--- config.mk ---
export PLATFORM = sky130hd
export DESIGN_NAME = tape_player
export DESIGN_NICKNAME = d
export VERILOG_FILES = /design/src/rtl/tape_player.sv
export SDC_FILE = /design/constraint.sdc
export NUM_CORES = 1
export LEC_CHECK = 0
export ABC_CLOCK_PERIOD_IN_PS = 3100
export CAP_MARGIN = 25
export CORE_MARGIN = 2
export CORE_UTILIZATION = 59
export DETAILED_ROUTE_END_ITERATION = 6
export HOLD_SLACK_MARGIN = 0.1
export PLACE_DENSITY = 0.77
export SETUP_SLACK_MARGIN = 0.05
export SLEW_MARGIN = 0
export SYNTH_ARGS = -nofsm -noshare
export SYNTH_HDL_FRONTEND = slang
export SYNTH_SLANG_ARGS = --single-unit
--- constraint.sdc ---
create_clock -name clk_sys -period 3.1 [get_ports clk_sys]
set_input_delay 0.62 -clock clk_sys [delete_from_list [all_inputs] [get_ports clk_sys]]
set_output_delay 0.62 -clock clk_sys [all_outputs]
set_load 0.05 [all_outputs]
--- src/rtl/tape_player.sv ---
// rtl/tape_player.sv - cassette playback square-wave generator for MGF_IN (optional parity: TAPE_PARITY_EN)
module tape_player #(
  parameter int unsigned PILOT_HALF  = 3000,
  parameter int unsigned PILOT_COUNT = 2000,
  parameter int unsigned SYNC_HALF   = 800,
  parameter int unsigned ZERO_HALF   = 1200,
  parameter int unsigned ONE_HALF    = 2400
) (
  input  logic       clk_sys,
  input  logic       reset,
  input  logic       start,
  input  logic       abort,
  input  logic [7:0] s_data,
  input  logic       s_valid,
  input  logic       s_last,
  output logic       s_ready,
  output logic       mgf_out,
  output logic       busy,
  output logic       done,
  output logic       underrun
);

  // Counter reload values are H-1 so a half-period lasts exactly H cycles.
  localparam logic [15:0] PILOT_LD   = 16'(PILOT_HALF - 1);
  localparam logic [15:0] PILOT_LAST = 16'(PILOT_COUNT - 1);
  localparam logic [15:0] SYNC_LD    = 16'(SYNC_HALF - 1);
  localparam logic [15:0] ZERO_LD    = 16'(ZERO_HALF - 1);
  localparam logic [15:0] ONE_LD     = 16'(ONE_HALF - 1);

  typedef enum logic [2:0] {
    IDLE, PILOT, SYNC, LOAD, BITS,
`ifdef TAPE_PARITY_EN
    PAR,
`endif
    TRAIL, DONE
  } state_t;

  state_t      state, state_n;
  logic        phase, phase_n;        // 0: high half, 1: low half
  logic [15:0] cnt, cnt_n;
  logic [15:0] sym_cnt, sym_n;
  logic [2:0]  bit_cnt, bit_n;
  logic [7:0]  shreg, shreg_n;
  logic        last_q, last_n;
  logic        under_q, under_n;
`ifdef TAPE_PARITY_EN
  logic        par_q, par_n;
`endif

  function automatic logic [15:0] bit_load(input logic b);
    return b ? ONE_LD : ZERO_LD;
  endfunction

  assign underrun = under_q;

  // State and datapath registers, synchronous active-high reset.
  always_ff @(posedge clk_sys) begin
    if (reset) begin
      state   <= IDLE;
      phase   <= 1'b0;
      cnt     <= '0;
      sym_cnt <= '0;
      bit_cnt <= '0;
      shreg   <= '0;
      last_q  <= 1'b0;
      under_q <= 1'b0;
`ifdef TAPE_PARITY_EN
      par_q   <= 1'b0;
`endif
    end else begin
      state   <= state_n;
      phase   <= phase_n;
      cnt     <= cnt_n;
      sym_cnt <= sym_n;
      bit_cnt <= bit_n;
      shreg   <= shreg_n;
      last_q  <= last_n;
      under_q <= under_n;
`ifdef TAPE_PARITY_EN
      par_q   <= par_n;
`endif
    end
  end

  // Next-state, symbol timing and output decode.
  always_comb begin
    state_n = state;
    phase_n = phase;
    cnt_n   = cnt;
    sym_n   = sym_cnt;
    bit_n   = bit_cnt;
    shreg_n = shreg;
    last_n  = last_q;
    under_n = under_q;
`ifdef TAPE_PARITY_EN
    par_n   = par_q;
`endif
    mgf_out = 1'b0;
    s_ready = 1'b0;
    done    = 1'b0;
    busy    = (state != IDLE) && (state != DONE);

    case (state)
      IDLE: begin
        if (start) begin
          state_n = PILOT;
          phase_n = 1'b0;
          cnt_n   = PILOT_LD;
          sym_n   = '0;
          under_n = 1'b0;
        end
      end
      PILOT: begin
        mgf_out = ~phase;
        if (cnt != 16'd0) cnt_n = cnt - 16'd1;
        else if (!phase) begin
          phase_n = 1'b1;
          cnt_n   = PILOT_LD;
        end else if (sym_cnt == PILOT_LAST) begin
          state_n = SYNC;
          phase_n = 1'b0;
          cnt_n   = SYNC_LD;
        end else begin
          sym_n   = sym_cnt + 16'd1;
          phase_n = 1'b0;
          cnt_n   = PILOT_LD;
        end
      end
      SYNC: begin
        mgf_out = ~phase;
        if (cnt != 16'd0) cnt_n = cnt - 16'd1;
        else if (!phase) begin
          phase_n = 1'b1;
          cnt_n   = SYNC_LD;
        end else begin
          state_n = LOAD;
          phase_n = 1'b0;
          cnt_n   = '0;
        end
      end
      LOAD: begin
        s_ready = 1'b1;
        if (s_valid) begin
          state_n = BITS;
          shreg_n = s_data;
          last_n  = s_last;
          bit_n   = '0;
          phase_n = 1'b0;
          cnt_n   = bit_load(s_data[7]);
`ifdef TAPE_PARITY_EN
          par_n   = ~^s_data;
`endif
        end else begin
          under_n = 1'b1;
        end
      end
      BITS: begin
        mgf_out = ~phase;
        if (cnt != 16'd0) cnt_n = cnt - 16'd1;
        else if (!phase) begin
          phase_n = 1'b1;
          cnt_n   = bit_load(shreg[7]);
        end else if (bit_cnt != 3'd7) begin
          bit_n   = bit_cnt + 3'd1;
          shreg_n = {shreg[6:0], 1'b0};
          phase_n = 1'b0;
          cnt_n   = bit_load(shreg[6]);
        end else begin
          phase_n = 1'b0;
`ifdef TAPE_PARITY_EN
          state_n = PAR;
          cnt_n   = bit_load(par_q);
`else
          state_n = last_q ? TRAIL : LOAD;
          cnt_n   = last_q ? SYNC_LD : 16'd0;
`endif
        end
      end
`ifdef TAPE_PARITY_EN
      PAR: begin
        mgf_out = ~phase;
        if (cnt != 16'd0) cnt_n = cnt - 16'd1;
        else if (!phase) begin
          phase_n = 1'b1;
          cnt_n   = bit_load(par_q);
        end else begin
          phase_n = 1'b0;
          state_n = last_q ? TRAIL : LOAD;
          cnt_n   = last_q ? SYNC_LD : 16'd0;
        end
      end
`endif
      TRAIL: begin
        mgf_out = ~phase;
        if (cnt != 16'd0) cnt_n = cnt - 16'd1;
        else if (!phase) begin
          phase_n = 1'b1;
          cnt_n   = SYNC_LD;
        end else begin
          state_n = DONE;
          phase_n = 1'b0;
          cnt_n   = '0;
        end
      end
      DONE: begin
        done    = 1'b1;
        state_n = IDLE;
      end
      default: state_n = IDLE;
    endcase

    // Abort drops back to idle next cycle but keeps the starvation flag.
    if (abort) begin
      state_n = IDLE;
      phase_n = 1'b0;
      cnt_n   = '0;
      under_n = under_q;
    end
  end

endmodule

==> results.md, run 1 <==
* P&R area growth vs syn at 12.47%
* Top FF cell, synth: dfxtp_1
* Fin. max-slew vios at 0
* CTS resizes at 0
* Async SR Flop Fraction at 0%
* Required time worst endpoint at 2.48 ns
* Share of cells above drive strength 1 at 8.229%
* Setup bufs post-CTS at 0
* P_leak at 1.122 nW
* Clk Latency, worst-skew pair at 0.31 ns
* Pwr dens at 402.4 nW/um^2
* Die area at 5509 um^2
* Hpwl dp at 5.408 mm
* # IOs at 19
* Synth Register Bits at 49
* Hold WC Path Type: reg -> reg
* Design Area, Final at 3272 um^2
* Initial Utilization at 61.18%
* Global router's overall resource usage at 27.68%
* CTS buffer count at 5
* Hold WS at 0.4762 ns
* DRT iter0 DRCs at 244
* DR vias at 2,890
* Vias per cell at 6.175
* First-pass GRT wire length at 12.01 mm
* DR pass1 iterations at 5
* Hold_sp: sym_cnt[12]
* Grt ovf at 0
* Largest net degree at the start of global routing at 23
* Status: completed
* Min cycle time layout at 2.773 ns
* CTS root buf: clkbuf_8
* # nets final at 418
* Part of the cycle the worst path needs at 89.45%
* N_diodes at 0
* DRT antenna net count at 0
* Syn_area_per_cell at 7.595 um^2
* Critical path class: reg -> out
* Maximum vdd ir drop at 0.0002049 V
* EDFF count, synth at 0
* Crit path launch: state[0]
* Placed instance area at 3186 um^2
* Final setup viols at 0
* Die Height at 74.22 um
* Final hold violation count at 0
* Syn Nets at 401
* Yosys cell types at 57
* Die X at 74.22 um
* Total wire length at 7.276 mm
* Cts hold-fix bufs at 0
* Clock slew at reported path FFs at 0.10 ns
* Top post-synthesis cells by area: dfxtp_1 34%, nor2_1 6.6%, a21oi_1 6.4%
* Tightest Pin Transition at 0.6692 ns
* Fmax at 360.6 MHz
* Unrepaired setup endpoints after global routing: no
* DRC Markers at 0
* Crit path max fanout at 7
* Max-Cap Viols at 0
* Worst setup EP type: primary output
* RD Place Congestion at 1.081
* H-tree lvl count at 2
* Std-Cell Rows at 25
* Setup TNS at 0 ns
* Yosys Warn Count at 0
* Most common cell in the netlist: nor2_1
* Total number of clock tree sinks at 49
* Sequential area share after synthesis at 33.72%
* Reg-to-reg slack, setup at 0.41 ns
* Post-synth top cells: 51 x nor2_1, 49 x dfxtp_1, 38 x nand2_1, 37 x a21oi_1, 27 x o21ai_0
* DR WL/cell at 15.55 um
* Core Area at 4755 um^2
* Initial antenna violation count at 0
* Synthesized instance count at 383
* CTS tree: built
* Yosys top cell area share at 33.72%
* Reg-to-reg critical path startpoint: cnt[0]
* Mapped Area at 2909 um^2
* Buffer depth of the longest clock path at 2
* Worst clock skew at 0.01355 ns
* Slew HR at 55.39%
* Arrival time of the worst setup path at 2.15 ns
* CP Launch Type: flip-flop
* Port bufs at 18
* Area leader, netlist: dfxtp_1
* Vias in the first global route at 2,514
[stage by stage]
stage | instances | util, % | worst slack (ns) | power [mW]
CTS | 468 | 68.82 | 0.3332 | 1.316
detailed placement | 460 | 67.00 | 0.4932 | 0.9427
global placement | 460 | 67.00 | 0.5011 | 0.9414
global route | 468 | 68.82 | 0.1653 | 1.373
floorplan | 383 | - | 0.2961 | 0.8530
finish | 468 | 68.82 | 0.3269 | 1.317
[power by group]
group | switching [mW] | internal [mW] | total (mW)
sequential | 0.0142 | 0.641 | 0.655
combinational | 0.169 | 0.111 | 0.280
clock | 0.220 | 0.161 | 0.381
[per-layer routing]
metal / vias up / global-route usage (%) / share of wire (%)
li1: 1431 / - / -
met1: 1333 / 39.92 / 47
met2: 110 / 42.86 / 44
met3: 16 / 5.149 / 6.2
met4: 0 / 7.143 / 2.0
met5: - / 0 / 0
[final timing paths]
kind | to | depth (start not counted)
min reg2reg | sym_cnt[12] | 2
max reg2reg | sym_cnt[12] | 9
max | mgf_out | 4
min | sym_cnt[12] | 2
[kinds of logic (layout without fill, tap and decap cells)]
family	after synthesis	count (layout)	share of synthesized area (%)
fa+ha+maj	4	4	1.720
xor+xnor	14	14	4.215
buf+inv	25	43	3.312
mux	4	4	1.419
flops	49	49	33.72
compound gates	112	112	24.73
simple gates	175	175	30.88
[area by class of cell]
type | count | area [um^2]
clock inverter | 2 | 13.76
inverter | 5 | 18.77
fill | 422 | 1483
timing repair buffer | 30 | 270.3
clock buffer | 6 | 72.57
tap | 67 | 83.83
sequential | 49 | 980.9
multi-input combinational | 309 | 1832
[critical path, cell delays in order (launching register included)]
cell             delay [ns]
dfxtp_1                0.36
or3_1                  0.44
nand2_1                0.23
nor2_1                 0.08
clkdlybuf4s50_1        0.73
[cell usage in the layout (no fill, tap or decap), types with 5 or more instances in the layout]
master | Yosys | final
or3_1 | 12 | 12
nor2b_1 | 5 | 5
clkbuf_8 | 0 | 5
o31ai_1 | 5 | 5
o21ai_0 | 27 | 27
clkdlybuf4s50_1 | 0 | 18
nor2_1 | 51 | 51
xor2_1 | 8 | 8
a21oi_1 | 37 | 37
and2_1 | 6 | 6
nor3_1 | 10 | 10
nand2_1 | 38 | 38
xnor2_1 | 6 | 6
dfxtp_1 | 49 | 49
buf_4 | 0 | 12
nor4_1 | 6 | 6
nand3_1 | 13 | 13
inv_1 | 5 | 5
a311oi_1 | 8 | 8
[flip-flops by register name (all words and copies together) (netlist names)]
signal / flops
cnt: 16
phase: 1
underrun: 1
bit_cnt: 3
sym_cnt: 16
state: 3
last_q: 1
shreg: 8
Power figures use the tool's default switching activity.
==> inputs of run 2 (changes only) <==
--- a/config.mk
+++ b/config.mk
@@ -5,13 +5,13 @@
 export SDC_FILE = /design/constraint.sdc
 export NUM_CORES = 1
 export LEC_CHECK = 0
-export ABC_CLOCK_PERIOD_IN_PS = 3100
+export ABC_CLOCK_PERIOD_IN_PS = 3400
 export CAP_MARGIN = 25
 export CORE_MARGIN = 2
-export CORE_UTILIZATION = 59
+export CORE_UTILIZATION = 61
 export DETAILED_ROUTE_END_ITERATION = 6
 export HOLD_SLACK_MARGIN = 0.1
-export PLACE_DENSITY = 0.77
+export PLACE_DENSITY = 0.79
 export SETUP_SLACK_MARGIN = 0.05
 export SLEW_MARGIN = 0
 export SYNTH_ARGS = -nofsm -noshare
==> constraint.sdc (replaced) <==
create_clock -name clk_sys -period 3.4 [get_ports clk_sys]
set_input_delay 0.68 -clock clk_sys [delete_from_list [all_inputs] [get_ports clk_sys]]
set_output_delay 0.68 -clock clk_sys [all_outputs]
set_load 0.05 [all_outputs]
==> results.md, run 2 (same netlist as run 1, synthesis figures left out) <==
* Maximum vdd ir drop at 0.0002344 V
* DRT iter0 DRCs at 284
* Core Area at 4661 um^2
* # nets final at 414
* Part of the cycle the worst path needs at 87.82%
* Final setup viols at 0
* Share of cells above drive strength 1 at 7.305%
* Biggest regs: cnt (16), sym_cnt (16), shreg (8)
* Initial Utilization at 62.42%
* CTS root buf: clkbuf_8
* Required time worst endpoint at 3.56 ns
* Min cycle time layout at 2.986 ns
* Std-Cell Rows at 25
* Fmax at 334.9 MHz
* Initial antenna violation count at 0
* Fin. max-slew vios at 0
* Worst clock skew at 0.004125 ns
* Die area at 5337 um^2
* Commonest non-fill, non-tap cell in the layout: nor2_1
* Max-Cap Viols at 0
* Total wire length at 7.291 mm
* Area of the multi-input gates at 1832 um^2
* Die X at 73.06 um
* DR vias at 2,927
* # IOs at 19
* Die Height at 73.06 um
* FILL cells at 432
* CTS buffer count at 5
* Largest net degree at the start of global routing at 23
* Clk Latency, worst-skew pair at 0.31 ns
* Arrival time of the worst setup path at 3.15 ns
* DRC Markers at 0
* Tightest Pin Transition at 0.7808 ns
* CP Launch Type: flip-flop
* Commonest non-fill, non-tap cells in the layout: 51 x nor2_1, 49 x dfxtp_1, 38 x nand2_1, 37 x a21oi_1, 27 x o21ai_0
* Final core occ at 69.75%
* RD Place Congestion at 0.9601
* Vias in the first global route at 2,617
* Slew HR at 47.60%
* Post-Layout Cell Count at 451
* Setup bufs post-CTS at 0
* First-pass GRT wire length at 12.32 mm
* N_diodes at 0
* Total number of clock tree sinks at 49
* Clock slew at reported path FFs at 0.09 ns
* P&R area growth vs syn at 11.74%
* Buffer depth of the longest clock path at 2
* Grt ovf at 0
* Hold WC Path Type: reg -> reg
* DRT antenna net count at 0
* Worst setup EP type: flip-flop
* CTS resizes at 0
* Global router's overall resource usage at 28.95%
* Final hold violation count at 0
* Crit path max fanout at 6
* Inst Count DP at 443
* Setup TNS at 0 ns
* Unrepaired setup endpoints after global routing: no
* DR WL/cell at 16.17 um
* Vias per cell at 6.490
* Hpwl dp at 5.279 mm
* CTS tree: built
* Port bufs at 18
* Status: completed
* Reg area at 980.9 um^2
* H-tree lvl count at 2
* Critical path class: reg -> reg
* P_leak at 1.112 nW
* Pwr dens at 390.9 nW/um^2
* DR pass1 iterations at 5
* Cts hold-fix bufs at 0
run 2: cell types whose count changed in the layout (fill, tap and decap cells not counted):
cell | before | now
buf_4 | 12 | 8
bufinv_16 | 0 | 1
clkinv_2 | 1 | 0
clkinv_4 | 0 | 1
inv_6 | 1 | 0
run 2: final timing paths:
kind / start / endpoint / slack [ns] / cells after the start
hold reg to reg: shreg[2] / shreg[3] / 0.48 / 2
setup / recovery: cnt[0] / cnt[1] / 0.41 / 8
setup reg to reg: cnt[0] / cnt[1] / 0.41 / 8
hold / removal: shreg[2] / shreg[3] / 0.48 / 2
run 2: through the flow:
step	power, mW	hold WS, ns	area, um^2	setup slack, ns
after floorplan	0.7777	0.4442	2909	0.5361
after global placement	0.8475	0.4615	3139	0.5245
after detailed placement	0.8493	0.4679	3139	0.5409
after CTS	1.268	0.4822	3251	0.4532
final	1.271	0.4817	3251	0.4141
after global routing	1.321	0.4975	3251	0.1982
run 2: layout make-up:
type / instances / area share, %
Clock buffer: 6 / 2.232
Tap cell: 54 / 2.079
Timing Repair Buffer: 26 / 7.390
Sequential cell: 49 / 30.18
Clock inverter: 2 / 1.193
Inverter: 5 / 0.5774
Multi-Input combinational cell: 309 / 56.35
run 2: worst max-delay path: stages, from the launching register on:
cell      delay (ns)
dfxtp_1         0.35
inv_1           0.07
ha_1            0.19
or3b_2          0.47
nor3_1          0.50
nand3_1         0.38
o31a_1          0.39
o31ai_1         0.38
a221oi_1        0.10
run 2: power breakdown:
part	internal (mW)	switching [mW]
sequential	0.585	0.0141
combinational	0.0937	0.153
clock	0.221	0.204
run 2: routing by layer:
metal | global-route usage, % | vias up | wire length, um
li1 | - | 1429 | -
met1 | 40.91 | 1355 | 3293
met2 | 44.94 | 127 | 3348
met3 | 4.972 | 16 | 520
met4 | 8.848 | 0 | 129
met5 | 0 | - | 0
==> inputs of run 3 (changes only) <==
--- a/config.mk
+++ b/config.mk
@@ -5,7 +5,7 @@
 export SDC_FILE = /design/constraint.sdc
 export NUM_CORES = 1
 export LEC_CHECK = 0
-export ABC_CLOCK_PERIOD_IN_PS = 3400
+export ABC_CLOCK_PERIOD_IN_PS = 3700
 export CAP_MARGIN = 25
 export CORE_MARGIN = 2
 export CORE_UTILIZATION = 61
==> constraint.sdc (replaced) <==
create_clock -name clk_sys -period 3.7 [get_ports clk_sys]
set_input_delay 0.74 -clock clk_sys [delete_from_list [all_inputs] [get_ports clk_sys]]
set_output_delay 0.74 -clock clk_sys [all_outputs]
set_load 0.05 [all_outputs]
==> results.md, run 3 (same netlist as run 1, synthesis figures left out) <==
* Vias in the first global route at 2,541
* Worst setup EP type: primary output
* Clk pwr share at 34.1%
* Clk Latency, worst-skew pair at 0.30 ns
* Setup TNS at 0 ns
* Hpwl dp at 5.187 mm
* # nets final at 412
* Cts hold-fix bufs at 0
* Std-Cell Rows at 25
* DR WL/cell at 15.73 um
* Status: completed
* CTS tree: built
* First-pass GRT wire length at 11.69 mm
* Fin. max-slew vios at 0
* Die Height at 73.06 um
* Maximum vdd ir drop at 0.0001783 V
* Total wire length at 7.064 mm
* Hold WC Path Type: reg -> reg
* Grt ovf at 0
* Pwr dens at 361.9 nW/um^2
* H-tree lvl count at 2
* Share of cells above drive strength 1 at 7.089%
* Tightest Pin Transition at 0.8208 ns
* Fmax at 314.4 MHz
* DRT antenna net count at 0
* Final hold violation count at 0
* DR pass1 iterations at 5
* Core Area at 4661 um^2
* Combinational share of power at 18.7%
* Int Power at 0.8434 mW
* Unrepaired setup endpoints after global routing: no
* CP Launch Type: flip-flop
* Die area at 5337 um^2
* Min cycle time layout at 3.181 ns
* Required time worst endpoint at 2.96 ns
* Port bufs at 18
* Largest net degree at the start of global routing at 24
* Flop pwr share at 47.1%
* Total number of clock tree sinks at 49
* CTS root buf: clkbuf_8
* Part of the cycle the worst path needs at 85.96%
* Die X at 73.06 um
* Slew HR at 44.91%
* # IOs at 19
* Commonest non-fill, non-tap cells in the layout: 51 x nor2_1, 49 x dfxtp_1, 38 x nand2_1, 37 x a21oi_1, 27 x o21ai_0
* DRT iter0 DRCs at 257
* Sw frac at 28.17%
* Post-Layout Cell Count at 449
* RD Place Congestion at 0.9485
* Final setup viols at 0
* Biggest regs: cnt (16), sym_cnt (16), shreg (8)
* P_leak at 1.103 nW
* Critical path class: reg -> out
* Initial antenna violation count at 0
* DRC Markers at 0
* Arrival time of the worst setup path at 2.44 ns
* Inst Count DP at 441
* Clock slew at reported path FFs at 0.09 ns
* CTS buffer count at 5
* Crit path max fanout at 23
* Buffer depth of the longest clock path at 2
* Vias per cell at 6.461
* CTS resizes at 0
* P&R area growth vs syn at 11.53%
* Commonest non-fill, non-tap cell in the layout: nor2_1
* Worst clock skew at 0.005224 ns
* Global router's overall resource usage at 27.40%
* Sw power at 0.3308 mW
* N_diodes at 0
* Max-Cap Viols at 0
* DR vias at 2,901
* Setup bufs post-CTS at 0
* Initial Utilization at 62.42%
run 3: final timing paths:
kind	from	endpoint	slack, ns	cells after the start
max	state[0]	mgf_out	0.52	4
min	sym_cnt[1]	sym_cnt[1]	0.47	2
max reg2reg	cnt[0]	sym_cnt[12]	0.92	8
min reg2reg	sym_cnt[1]	sym_cnt[1]	0.47	2
run 3: through the flow:
| stage | instance area (um^2) | total power, mW | hold WS [ns] | utilization, % | setup slack, ns |
|---|---|---|---|---|---|
| after global routing | 3244 | 1.225 | 0.5064 | 69.61 | 0.4368 |
| after detailed placement | 3124 | 0.7792 | 0.4702 | 67.03 | 0.8965 |
| after floorplan | 2909 | 0.7146 | 0.4442 | - | 0.7761 |
| after CTS | 3244 | 1.174 | 0.4830 | 69.61 | 0.5545 |
| after global placement | 3124 | 0.7772 | 0.4598 | 67.03 | 0.9446 |
| final | 3244 | 1.174 | 0.4740 | 69.61 | 0.5194 |
run 3: worst max-delay path: stages (launching register included):
cell,delay [ns]
dfxtp_1,0.77
or3_1,0.27
nand2_1,0.16
nor2_1,0.12
clkdlybuf4s50_1,0.81
run 3: area by class of cell:
type | instances | area, um^2
clock buffer | 6 | 82.58
clock inverter | 2 | 37.54
tap | 54 | 67.56
fill | 383 | 1416
timing repair buffer | 24 | 225.2
multi-input combinational | 309 | 1832
inverter | 5 | 18.77
sequential | 49 | 980.9
run 3: layer usage:
| layer | GRT usage, % | wire length [um] |
|---|---|---|
| met3 | 5.249 | 506 |
| met1 | 38.03 | 3209 |
| met4 | 8.025 | 111 |
| met2 | 43.14 | 3236 |
| met5 | 0 | 0 |
run 3: power by group through the flow:
stage	Combinational, mW	Clock (mW)	Sequential [mW]
after floorplan	0.157	0	0.558
after detailed placement	0.214	0	0.565
final	0.220	0.401	0.553
after global routing	0.243	0.426	0.556
after global placement	0.213	0	0.564
after CTS	0.215	0.406	0.553
